==> config.mk <==
export PLATFORM = sky130hd
export DESIGN_NAME = div64x32_seq
export DESIGN_NICKNAME = d
export VERILOG_FILES = /design/src/rtl/div_pkg.sv /design/src/rtl/div_step.sv /design/src/rtl/div64x32_seq.sv
export SDC_FILE = /design/constraint.sdc
export NUM_CORES = 1
export LEC_CHECK = 0
export ABC_AREA = 1
export CAP_MARGIN = 20
export CORE_MARGIN = 5
export CORE_UTILIZATION = 45
export CTS_BUF_LIST = sky130_fd_sc_hd__clkbuf_4 sky130_fd_sc_hd__clkbuf_8 sky130_fd_sc_hd__clkbuf_16
export DETAILED_ROUTE_END_ITERATION = 7
export DONT_BUFFER_PORTS = 1
export SYNTH_ARGS = -nofsm -noshare
export SYNTH_HDL_FRONTEND = slang
export SYNTH_HIERARCHICAL = 1
export SYNTH_SLANG_ARGS = --single-unit
==> constraint.sdc <==
create_clock -name clk -period 3.29 [get_ports clk]
set_input_delay 0.329 -clock clk [delete_from_list [all_inputs] [get_ports clk]]
set_output_delay 0.329 -clock clk [all_outputs]
set_load 0.05 [all_outputs]
==> src/rtl/div_pkg.sv <==
// Shared types and widths for the sequential 64/32 restoring divider.
package div_pkg;

  typedef enum logic [1:0] {IDLE, RUN, OVF} state_t;

  localparam int DIVIDEND_W = 64;
  localparam int DIVISOR_W  = 32;
  localparam int CNT_W      = $clog2(DIVISOR_W) + 1;

endpackage

==> src/rtl/div_step.sv <==
// One combinational restoring-division step: shift in a dividend bit, conditionally subtract.
module div_step
  import div_pkg::*;
(
  input  logic [DIVISOR_W:0]   i_rem,
  input  logic                 i_bit,
  input  logic [DIVISOR_W-1:0] i_divisor,
  output logic [DIVISOR_W:0]   o_rem,
  output logic                 o_qBit
);

  logic [DIVISOR_W:0] w_trial;

  assign w_trial = {i_rem[DIVISOR_W-1:0], i_bit};

  // A set top bit of i_rem means the shifted value exceeds any divisor; the modulo-2^33 subtract is still exact.
  assign o_qBit = i_rem[DIVISOR_W] | (w_trial >= {1'b0, i_divisor});
  assign o_rem  = o_qBit ? (w_trial - {1'b0, i_divisor}) : w_trial;

endmodule

==> src/rtl/div64x32_seq.sv <==
// Iterative 64/32 restoring divider with start/busy handshake and STEPS_PER_CYCLE quotient bits per clock.
module div64x32_seq
  import div_pkg::*;
#(
  parameter int STEPS_PER_CYCLE = 1
) (
  input  logic                  clk,
  input  logic                  reset,
  input  logic                  start,
  input  logic [DIVIDEND_W-1:0] dividend,
  input  logic [DIVISOR_W-1:0]  divisor,
  output logic                  busy,
  output logic                  done,
  output logic [DIVISOR_W-1:0]  quotient,
  output logic [DIVISOR_W-1:0]  remainder,
  output logic                  ovf
);

  if (!(STEPS_PER_CYCLE == 1 || STEPS_PER_CYCLE == 2 || STEPS_PER_CYCLE == 4)) begin : gBadSteps
    $fatal(1, "div64x32_seq: STEPS_PER_CYCLE must be 1, 2 or 4");
  end

  state_t               r_state;
  logic [DIVISOR_W-1:0] r_divisor;
  logic [DIVISOR_W:0]   r_rem;
  logic [DIVISOR_W-1:0] r_shift;
  logic [CNT_W-1:0]     r_cnt;
  logic                 r_busy;
  logic                 r_done;
  logic [DIVISOR_W-1:0] r_quotient;
  logic [DIVISOR_W-1:0] r_remainder;
  logic                 r_ovf;

  logic [DIVISOR_W:0]   w_rem [STEPS_PER_CYCLE+1];
  logic [DIVISOR_W-1:0] w_sh  [STEPS_PER_CYCLE+1];
  logic                 w_qBit [STEPS_PER_CYCLE];
  logic [CNT_W-1:0]     w_cntNext;
  logic                 w_ovfReq;

  // r_shift feeds dividend bits out of its MSB while quotient bits enter at its LSB.
  assign w_rem[0] = r_rem;
  assign w_sh[0]  = r_shift;

  for (genvar k = 0; k < STEPS_PER_CYCLE; k++) begin : gStep
    div_step uStep (
      .i_rem     (w_rem[k]),
      .i_bit     (w_sh[k][DIVISOR_W-1]),
      .i_divisor (r_divisor),
      .o_rem     (w_rem[k+1]),
      .o_qBit    (w_qBit[k])
    );
    assign w_sh[k+1] = {w_sh[k][DIVISOR_W-2:0], w_qBit[k]};
  end

  assign w_cntNext = r_cnt + CNT_W'(STEPS_PER_CYCLE);
  assign w_ovfReq  = dividend[DIVIDEND_W-1:DIVISOR_W] >= divisor;

  always_ff @(posedge clk or negedge reset) begin
    if (!reset) begin
      r_state     <= IDLE;
      r_divisor   <= '0;
      r_rem       <= '0;
      r_shift     <= '0;
      r_cnt       <= '0;
      r_busy      <= 1'b0;
      r_done      <= 1'b0;
      r_quotient  <= '0;
      r_remainder <= '0;
      r_ovf       <= 1'b0;
    end else begin
      r_done <= 1'b0;
      case (r_state)
        IDLE: begin
          if (start) begin
            r_busy <= 1'b1;
            if (w_ovfReq) begin
              r_state <= OVF;
            end else begin
              r_state   <= RUN;
              r_divisor <= divisor;
              r_rem     <= {1'b0, dividend[DIVIDEND_W-1:DIVISOR_W]};
              r_shift   <= dividend[DIVISOR_W-1:0];
              r_cnt     <= '0;
            end
          end
        end
        RUN: begin
          r_rem   <= w_rem[STEPS_PER_CYCLE];
          r_shift <= w_sh[STEPS_PER_CYCLE];
          r_cnt   <= w_cntNext;
          if (w_cntNext == CNT_W'(DIVISOR_W)) begin
            r_state     <= IDLE;
            r_busy      <= 1'b0;
            r_done      <= 1'b1;
            r_quotient  <= w_sh[STEPS_PER_CYCLE];
            r_remainder <= w_rem[STEPS_PER_CYCLE][DIVISOR_W-1:0];
            r_ovf       <= 1'b0;
          end
        end
        OVF: begin
          r_state     <= IDLE;
          r_busy      <= 1'b0;
          r_done      <= 1'b1;
          r_quotient  <= '1;
          r_remainder <= '0;
          r_ovf       <= 1'b1;
        end
        default: r_state <= IDLE;
      endcase
    end
  end

  assign busy      = r_busy;
  assign done      = r_done;
  assign quotient  = r_quotient;
  assign remainder = r_remainder;
  assign ovf       = r_ovf;

endmodule

==> impl_metrics.tcl <==
set metrics [dict create \
    status "finished, violations left" \
    violations "hold timing" \
    die_area_um2 30300 \
    fillers 2788 \
    maxCapViolations 0 \
    drt_iter0_drc 782 \
    crit_chain "ha_1 > nand2_1 > inv_1 > nand2_1 > nand3_2 > nand2_1 > nand2_2 > nand2_1 > nand2_2 > nand2_4 > nand2_8 > nand2_1 > nand2_1 > nand2_1 > nand2_1 > nand2_1 > nand2_1" \
    setup_viol 0 \
    maxSlewViolCount 0 \
    core_area_um2 26700 \
    die_y_um 174 \
    yosys_warnings 6 \
    critPathMostFrequentCell "nand2_1" \
    area_growth_pct 6.10 \
    cts_buffers 17 \
    vias 10761 \
    seqPwrFrac 0.278 \
    switching_share 0.547 \
    endpoint "r_rem[26]" \
    drcViolationCount 0 \
    grt_antenna_before_repair 0 \
    critPathLaunchType "flip-flop" \
    htree_levels 4 \
    numPortBuffers 0 \
    critPathMaxFanout 34 \
    vias_per_cell 5.20 \
    io_pins 166 \
    rr_worst_depth 17 \
    drt_wl_total_um 35900 \
    yosys.cell_types.count 45 \
    root_buffer "clkbuf_16" \
    synth_area_leaders "dfrtp_1 (36%), nand2_1 (25%), ha_1 (7.1%)" \
    grtUsageTotal 0.238 \
    fin_nets 1884 \
    tightest_slew_ns 0.996 \
    p_int_mw 6.84 \
    synth-seq-cells 172 \
    totalPowerFinal_mw 15.1 \
    fin_cells 2069 \
    finalHoldViolCount 172 \
    clockPowerShare 0.145 \
    end_kind "flip-flop" \
    post-synth-top-area-fraction 0.356 \
    synthesis.area_um2 12100 \
    clock_skew_ns 0.0250 \
    synth_nets 1924 \
    critPathBufInv 1 \
    p_comb_frac 0.576 \
    worst_ep_arrival_time_ns 3.13 \
    grt_pass1_vias 10551 \
    switchingPower_mw 8.26 \
    max_slew_margin 0.333 \
    rsz0062_at_grt "no" \
    yosysTopAreaCell "dfrtp_1" \
    worstReg2RegEnd "r_rem[26]" \
    final_cell_mix "nand2_1 (808), inv_1 (223), dfrtp_1 (172)" \
    period_needed_ns 2.82 \
    post_drt_wl_per_cell_um 17.4 \
    grt_pass1_wl_um 58300 \
    yosysSeqAreaShare 0.356 \
    clkSinkCount 172 \
    start_util 0.453 \
    leakage_nw 7.28 \
    clockBufferDepth 2 \
    vdd_drop_max_mv 0.523 \
    fin_worst_hold_slack_ns -0.427 \
    slowest_stage "dfrtp_1" \
    detail-route-antenna-nets 0 \
    dpl.hpwl_um 26000 \
    synth_cells 1755 \
    antenna_cells 0 \
    gp_routability_congestion 0.937 \
    grt_overflow_total 0 \
    fin_setup_tns_ns 0 \
    path_clk_slew_ns 0.09 \
    slowest_delay_ns 0.40 \
    worst-path-stages 17 \
    layout_commonest_cell "nand2_1" \
    tritoncts "yes" \
    hp-class "in2async" \
    r2r-start "r_rem[2]" \
    period_share 0.857 \
    firstDrtPassIters 5 \
    r2r_slack_ns 0.47 \
    cts_resized 0 \
    place_ws_ns 0.499 \
    avgSynthCellArea_um2 6.90 \
    setup.worst_path.start "r_rem[2]" \
    critical_path_class "reg2reg" \
    grt_max_degree 173 \
    cp_top_family "simple AND/OR/NAND/NOR gates" \
    max_clock_freq_ghz 0.355 \
    pwr_density_cell_nw_per_um2 1180 \
    clkLatencyLatePin_ns 0.45 \
    crit_required_ns 3.61 \
    rows 60 \
    die_w_um 174 \
    fin_ws_ns 0.472 \
    cts_setup_buffers 0 \
    drive_above_1_share 0.0706 \
    place_inst 2037 \
]
flip-flops by register name (all words and copies together), names as in the netlist:
signal and flops:
r_divisor 32, r_state 2, r_shift 32, done 1, busy 1, quotient 32, r_cnt 6, r_rem 33
remainder 32, ovf 1
cells in the mapped netlist (all sizes together):
library cell and number:
nand2 816, inv 228, dfrtp 172, nand3 135, ha 69, nor2 62, buf 56, o21ai 42
a21oi 35, o211ai 32, o31ai 32, clkbuf 18, xor2 15, nand4 10, nor3 10, and2 8
a21o 3, nand3b 2, nor4 2, o21a 2, or2 2, a21boi 1, and3 1, fa 1
xnor2 1
per-layer routing:
metal	wire, µm	vias up	track usage
met5	0	-	0
li1	-	5381	-
met4	583	0	0.0558
met1	16500	5092	0.326
met3	1950	32	0.0507
met2	16900	256	0.390
worst reg2reg max path, delay by kind of cell (launching register included):
family	cells	cell delay, ns
flops	1	0.40
buf+inv	1	0.06
fa+ha+maj	1	0.36
simple gates	15	1.88
cell families (layout without fill, tap and decap cells):
logic type,after synthesis,in the layout,synth area share
XOR/XNOR,16,16,0.0116
buffers and inverters,302,275,0.112
AO/OA/AOI/OAI,147,147,0.0959
flip-flops,172,172,0.356
adder cells (fa/ha/maj),70,70,0.0730
AND/OR/NAND/NOR,1048,1048,0.353
power by group through the flow:
stage	logic, mW	clock network (mW)	registers, mW
final	8.70	2.19	4.20
after global routing	9.92	2.34	4.31
after CTS	8.69	2.25	4.20
after detailed placement	8.65	0	4.22
after global placement	8.61	0	4.22
after floorplan	6.75	0	4.05
how the worst min path moves through the flow:
stage | from | cells after the start | slack (ns) | to
3_3_place_gp | reset | 0 | 0.04 | quotient[20]
6_report | reset | 0 | -0.43 | quotient[19]
4_1_cts | reset | 0 | -0.45 | quotient[20]
2_1_floorplan | reset | 0 | 0.03 | busy
5_1_grt | reset | 0 | -0.46 | quotient[20]
3_5_place_dp | reset | 0 | 0.04 | quotient[20]
area by class of cell:
| cell class | instances | area, µm² | share of cell area |
|---|---|---|---|
| timing repair buffer | 15 | 150 | 0.0117 |
| clock inverter | 15 | 213 | 0.0166 |
| clock buffer | 17 | 425 | 0.0331 |
| sequential | 172 | 4300 | 0.335 |
| tap | 341 | 427 | 0.0332 |
| multi-input combinational | 1281 | 6470 | 0.504 |
| inverter | 228 | 856 | 0.0666 |
per-stage QoR:
stage	utilization	hold slack [ns]	instance area, µm²
after detailed placement	0.457	0.0414	12200
after floorplan	-	0.0334	12100
after CTS	0.481	-0.452	12800
after global routing	0.481	-0.455	12800
final	0.481	-0.427	12800
after global placement	0.457	0.0417	12200
Power figures use the tool's default switching activity.
